File: src/rtl/reset_seq_pkg.sv
// Shared types and helpers for the staged reset sequencer.
package reset_seq_pkg;

    typedef enum logic [1:0] {
        ASSERT  = 2'd0,
        RELEASE = 2'd1,
        RUN     = 2'd2
    } seq_state_t;

    localparam int unsigned CAUSE_POR_BIT = 0;

    function automatic int unsigned cause_src_bit(input int unsigned idx);
        return idx + 1;
    endfunction

    function automatic int unsigned cause_sw_bit(input int unsigned num_src);
        return num_src + 1;
    endfunction

    function automatic int unsigned cause_wdog_bit(input int unsigned num_src);
        return num_src + 2;
    endfunction

    // Bits needed to hold values 0..max_val.
    function automatic int unsigned cnt_width(input int unsigned max_val);
        return (max_val < 1) ? 1 : $clog2(max_val + 1);
    endfunction

endpackage

File: src/rtl/reset_sequencer_src_conditioner.sv
// One reset source: synchroniser, debounce filter and edge/level qualifier.
module reset_src_conditioner #(
    parameter int unsigned SYNC_STAGES     = 2,
    parameter int unsigned DEBOUNCE_CYCLES = 4,
    parameter bit          FALL_MODE       = 1'b1
) (
    input  logic CLK,
    input  logic reset_in,
    input  logic src_async,
    output logic trig
);
    import reset_seq_pkg::*;

    localparam int unsigned DB_W = cnt_width(DEBOUNCE_CYCLES);

    logic [SYNC_STAGES-1:0] sync_q;
    logic                   synced;
    logic                   db_level;
    logic                   db_prev;
    logic [DB_W-1:0]        db_cnt;

    assign synced = sync_q[SYNC_STAGES-1];

    always_ff @(posedge CLK or posedge reset_in) begin
        if (reset_in) begin
            sync_q <= '0;
        end else begin
            sync_q <= {sync_q[SYNC_STAGES-2:0], src_async};
        end
    end

    // Accept a new level only after DEBOUNCE_CYCLES consecutive disagreeing samples.
    always_ff @(posedge CLK or posedge reset_in) begin
        if (reset_in) begin
            db_level <= 1'b0;
            db_prev  <= 1'b0;
            db_cnt   <= '0;
            trig     <= 1'b0;
        end else begin
            if (synced != db_level) begin
                if (db_cnt == DB_W'(DEBOUNCE_CYCLES - 1)) begin
                    db_level <= synced;
                    db_cnt   <= '0;
                end else begin
                    db_cnt <= db_cnt + DB_W'(1);
                end
            end else begin
                db_cnt <= '0;
            end
            db_prev <= db_level;
            trig    <= FALL_MODE ? (db_prev & ~db_level) : db_level;
        end
    end

endmodule

File: src/rtl/reset_sequencer.sv
// Staged reset sequencer with sticky cause word.
// Optional watchdog trigger enabled by defining RSTSEQ_WDOG_EN.
module reset_sequencer #(
    parameter int unsigned         NUM_SRC         = 2,
    parameter logic [NUM_SRC-1:0]  SRC_MODE        = NUM_SRC'(1),
    parameter int unsigned         SYNC_STAGES     = 2,
    parameter int unsigned         DEBOUNCE_CYCLES = 4,
    parameter int unsigned         STRETCH_CYCLES  = 8,
    parameter int unsigned         NUM_OUT         = 3,
    parameter int unsigned         RELEASE_GAP     = 2,
    parameter int unsigned         WDOG_CYCLES     = 1024
) (
    input  logic                 CLK,
    input  logic                 reset_in,
    input  logic [NUM_SRC-1:0]   src_in,
    input  logic                 sw_reset_req,
    input  logic                 wdog_kick,
    output logic [NUM_OUT-1:0]   rst_out,
    output logic                 all_released,
    output logic [NUM_SRC+2:0]   reset_cause
);
    import reset_seq_pkg::*;

    localparam int unsigned CW       = NUM_SRC + 3;
    localparam int unsigned SRC_LO   = cause_src_bit(0);
    localparam int unsigned SW_BIT   = cause_sw_bit(NUM_SRC);
    localparam int unsigned WDOG_BIT = cause_wdog_bit(NUM_SRC);
    localparam int unsigned STR_W    = cnt_width(STRETCH_CYCLES);
    localparam int unsigned GAP_W    = cnt_width(RELEASE_GAP);
    localparam int unsigned IDX_W    = cnt_width(NUM_OUT);
    localparam logic [NUM_OUT-1:0] ALL_ON  = '1;
    localparam logic [NUM_OUT-1:0] ONE_HOT = NUM_OUT'(1);
    localparam logic [CW-1:0]      POR_CAUSE = CW'(1) << CAUSE_POR_BIT;

    seq_state_t         state;
    logic [STR_W-1:0]   str_cnt;
    logic [GAP_W-1:0]   gap_cnt;
    logic [IDX_W-1:0]   rel_idx;
    logic [NUM_SRC-1:0] src_trig;
    logic               wdog_trig;
    logic [CW-1:0]      trig_bits_c;
    logic               any_trig_c;

    for (genvar i = 0; i < NUM_SRC; i++) begin : g_src
        reset_src_conditioner #(
            .SYNC_STAGES     (SYNC_STAGES),
            .DEBOUNCE_CYCLES (DEBOUNCE_CYCLES),
            .FALL_MODE       (SRC_MODE[i])
        ) u_cond (
            .CLK       (CLK),
            .reset_in  (reset_in),
            .src_async (src_in[i]),
            .trig      (src_trig[i])
        );
    end

`ifdef RSTSEQ_WDOG_EN
    localparam int unsigned WD_W = cnt_width(WDOG_CYCLES);
    logic [WD_W-1:0] wdog_cnt;

    // Watchdog only counts while the system is running.
    always_ff @(posedge CLK or posedge reset_in) begin
        if (reset_in) begin
            wdog_cnt <= '0;
        end else if ((state != RUN) || wdog_kick || wdog_trig) begin
            wdog_cnt <= '0;
        end else begin
            wdog_cnt <= wdog_cnt + WD_W'(1);
        end
    end

    assign wdog_trig = (state == RUN) && !wdog_kick &&
                       (wdog_cnt == WD_W'(WDOG_CYCLES - 1));
`else
    logic unused_wdog;
    assign unused_wdog = wdog_kick ^ (WDOG_CYCLES == 0);
    assign wdog_trig   = 1'b0;
`endif

    always_comb begin
        trig_bits_c                    = '0;
        trig_bits_c[SRC_LO +: NUM_SRC] = src_trig;
        trig_bits_c[SW_BIT]            = sw_reset_req;
        trig_bits_c[WDOG_BIT]          = wdog_trig;
    end

    assign any_trig_c = |trig_bits_c;

    // Sequencer: stretch in ASSERT, staged release, then RUN until the next trigger.
    always_ff @(posedge CLK or posedge reset_in) begin
        if (reset_in) begin
            state        <= ASSERT;
            str_cnt      <= '0;
            gap_cnt      <= '0;
            rel_idx      <= '0;
            rst_out      <= ALL_ON;
            all_released <= 1'b0;
            reset_cause  <= POR_CAUSE;
        end else begin
            case (state)
                ASSERT: begin
                    rst_out      <= ALL_ON;
                    all_released <= 1'b0;
                    if (any_trig_c) begin
                        str_cnt     <= '0;
                        reset_cause <= reset_cause | trig_bits_c;
                    end else if (str_cnt == STR_W'(STRETCH_CYCLES - 1)) begin
                        str_cnt <= '0;
                        gap_cnt <= '0;
                        rel_idx <= IDX_W'(1);
                        rst_out <= ALL_ON << 1;
                        if (NUM_OUT == 1) begin
                            state        <= RUN;
                            all_released <= 1'b1;
                        end else begin
                            state <= RELEASE;
                        end
                    end else begin
                        str_cnt <= str_cnt + STR_W'(1);
                    end
                end
                RELEASE, RUN: begin
                    if (any_trig_c) begin
                        state        <= ASSERT;
                        str_cnt      <= '0;
                        rst_out      <= ALL_ON;
                        all_released <= 1'b0;
                        reset_cause  <= trig_bits_c;
                    end else if (state == RELEASE) begin
                        if (gap_cnt == GAP_W'(RELEASE_GAP - 1)) begin
                            gap_cnt <= '0;
                            rst_out <= rst_out & ~(ONE_HOT << rel_idx);
                            rel_idx <= rel_idx + IDX_W'(1);
                            if (rel_idx == IDX_W'(NUM_OUT - 1)) begin
                                state        <= RUN;
                                all_released <= 1'b1;
                            end
                        end else begin
                            gap_cnt <= gap_cnt + GAP_W'(1);
                        end
                    end
                end
                default: begin
                    state   <= ASSERT;
                    str_cnt <= '0;
                    rst_out <= ALL_ON;
                end
            endcase
        end
    end

endmodule
File: config.mk
export PLATFORM = sky130hd
export DESIGN_NAME = reset_sequencer
export DESIGN_NICKNAME = d
export VERILOG_FILES = /design/src/rtl/reset_seq_pkg.sv /design/src/rtl/reset_sequencer_src_conditioner.sv /design/src/rtl/reset_sequencer.sv
export SDC_FILE = /design/constraint.sdc
export NUM_CORES = 1
export LEC_CHECK = 0
export ABC_AREA = 1
export CAP_MARGIN = 10
export CORE_MARGIN = 2
export CORE_UTILIZATION = 41
export DETAILED_ROUTE_END_ITERATION = 8
export PLACE_DENSITY = 0.6
export SETUP_SLACK_MARGIN = 0.4
export SYNTH_ARGS = -nofsm -noshare
export SYNTH_HDL_FRONTEND = slang
export SYNTH_HIERARCHICAL = 1
export SYNTH_SLANG_ARGS = --single-unit
File: constraint.sdc
create_clock -name CLK -period 3.8 [get_ports CLK]
set_input_delay 0.57 -clock CLK [delete_from_list [all_inputs] [get_ports CLK]]
set_output_delay 0.57 -clock CLK [all_outputs]
set_load 0.05 [all_outputs]
==> results by group <==
Detailed routing
  – Vias: 1218
  – WL final: 2.96 mm
  – Initial drt markers: 49
  – Vias per cell: 4.80
  – DRT Pass-1 Iters: 4
  – Routed Antenna Nets: 0
  – Routed len/inst: 11.7 microns
  – # DRC: 0

Run
  – MaxCap Viol Count: 0

CTS
  – Clock Latency Late Sink: 280 ps
  – Clock Tree Root: clkbuf_8
  – Reg clk slew, reported paths: 70 ps
  – Htree depth: 2
  – Post_cts resized: 0
  – CTS tree: yes
  – Total CTS buffers: 5
  – Clock sinks: 33
  – CTS max path bufs: 2
  – Setup bufs post-CTS: 0
  – CTS Hold Bufs: 0

Global routing
  – Initial antenna violation count: 0
  – Largest net degree at the start of global routing: 19
  – Vias in the first global route: 1258
  – GRT overflow: 0
  – GRT Util Overall: 16.5%
  – First-pass GRT wire length: 5.46 mm

Floorplanning
  – Horiz. Die Dim: 67.0 microns
  – Initial core utilization: 43.4%
  – Die Height: 67.0 microns
  – Die ar.: 4490 sq um
  – Core Area: 3740 sq um
  – FP Rows: 22
  – Ports: 15

Critical path
  – Worst-path cell chain: clkdlybuf4s50_1
  – Worst EP required: 3230 ps
  – Worst-path maximum fanout: 2
  – Critical path type: flip-flop to output port
  – Delay-heaviest family, CP: buffers and inverters
  – WP buf/inv: 1
  – Data arrival time of the critical path: 1600 ps
  – CP startpoint kind: flip-flop
  – CP max stage cell: clkdlybuf4s50_1
  – Critical path's largest stage delay: 790 ps
  – Crit. End Element: output port

Synthesis
  – Synthesized cell area: 1630 sq um
  – Seq/Total Area, Yosys: 51.1%
  – Cell count after synthesis: 187
  – Commonest cells post-synth: nand2_1, dfrtp_1, inv_1
  – Distinct cells, synth: 26
  – Synth area leaders: dfrtp_1, nand2_1, ha_1, dfstp_2, inv_1
  – Syn Nets: 203
  – Ys flop type: dfrtp_1
  – FFs w/ async S/R, synth: 100%
  – Synth Warn #: 6
  – Synth area leader: dfrtp_1
  – Post-synth EDFFs: 0
  – Most frequent cell after synthesis: nand2_1
  – Syn avg cell area: 8.70 sq um
  – Post-synth top area share: 44.6%
  – FF+latch count, synth: 33

Placement
  – Placed cells: 246
  – Pre-CTS setup slack: 1870 ps
  – DPL Wire Length: 2.29 mm
  – Placed cell areas: 1800 sq um
  – Gpl congestion: 0.845
  – Quantity of I/O buffers inserted on ports: 12

STA
  – Rel. slew slack: 53.5%
  – Final TNS setup: 0 ps
  – Worst Skew: 10.1 ps
  – Final Setup Violations: 0
  – Slew Viols, Final: 0
  – Period minus WS final: 2170 ps
  – Worst-Margin Slew: 696 ps
  – RSZ-0062 raised after global routing: false
  – Achievable Freq: 460 MHz
  – Final Hold Vio Count: 0
  – Final period utilization: 57.2%
  – Worst hold slack: 355 ps
  – PnR worst setup slack: 1630 ps

Cells and area
  – Share of cells above drive strength 1: 15.5%
  – Final net count: 221
  – Reg area: 831 sq um
  – Fin cells: 254
  – Multi-input logic area: 678 sq um
  – Final Cell Area: 1890 sq um
  – Final Util: 50.5%
  – FILL cells: 366
  – Diodes inserted: 0
  – Syn-to-layout area delta: 16.2%

Power and ir drop
  – PD cells: 507 nW/um^2
  – Overall power: 958 uW
  – Peak VDD IR: 0.290 mV
  – P_leak: 0.922 nW

Status
  – Status: finished, final reports clean

Min path
  – Hold WC Path Type: flip-flop to flip-flop
flip-flops by register name, indices dropped and copies added, names as in the netlist:
signal / flops
all_released: 1
str_cnt: 4
g_src.u_cond/db_cnt: 6
rel_idx: 2
state: 2
reset_cause: 4
rst_out: 3
gap_cnt: 2
g_src.u_cond/db_prev: 1
g_src.u_cond/db_level: 2
g_src.u_cond/sync_q: 4
g_src.u_cond/trig: 2
worst register-to-register path, cell delays in order, from the launching register on:
cell and delay (ps):
dfrtp_1 400, inv_1 80, ha_1 400, nand3_2 200, clkinv_2 120, o21ai_1 190, nor2_1 70
metal layers:
metal  up-vias  global-route usage (%)  share of wire [%]
met1       564                    20.4                 45
met4         0                    6.12               0.94
met3         5                    4.05                3.8
met5         -                       0                  0
met2        30                    27.9                 50
li1        619                       -                  -
cell usage in the layout, fill, tap and decap left out:
cell,synthesis,layout
dfstp_2,4,4
clkbuf_8,0,6
ha_1,10,10
clkinv_1,1,1
nor2_1,17,17
clkbuf_1,0,2
dfrtp_1,29,29
conb_1,1,1
nand2_2,8,8
nand3_2,4,4
or2_2,1,1
inv_2,3,3
clkinv_2,1,1
nand3_1,9,9
o21ai_1,1,1
nor2_4,1,1
xor2_1,1,1
nand4_1,6,6
and3_1,1,1
nor2_2,3,3
a21oi_1,2,2
nand2_1,44,44
o21ai_0,10,10
o21ai_2,1,1
a21boi_0,1,1
inv_1,24,24
nor3_1,3,3
clkdlybuf4s50_1,0,12
worst paths after layout:
path,start,end,slack (ps),cells past startpoint
worst max-delay path,rst_out[0],rst_out[0],1630,1
max in group asynchronous,reset_in,str_cnt[3],2590,2
worst max register to register,state[0],str_cnt[3],2210,6
worst min register to register,g_src[0].u_cond/sync_q[0],g_src[0].u_cond/sync_q[1],350,0
min in group asynchronous,reset_in,g_src[1].u_cond/sync_q[1],580,2
worst min-delay path,g_src[0].u_cond/sync_q[0],g_src[0].u_cond/sync_q[1],350,0
where the power goes:
group          internal, mW  switching (mW)
registers             0.417          0.0435
logic                0.0845           0.147
clock network         0.148           0.118
total                 0.649           0.309
cells by family after synthesis:
family                   after synthesis  share of synthesized area, %
AND/OR/NAND/NOR                       97                          28.2
AO/OA/AOI/OAI                         15                          5.00
other                                  1                         0.231
buffers and inverters                 30                          7.23
adder cells (fa/ha/maj)               10                          7.69
XOR/XNOR                               1                         0.539
flip-flops                            33                          51.1
cell type report:
cell class	instances	share of cell area [%]
flip-flops and latches	33	44.0
well taps	48	3.18
multi-input cells	124	35.9
clock buffers	8	4.77
repair buffers	12	6.36
inverters	29	5.83
Power figures use the tool's default switching activity.
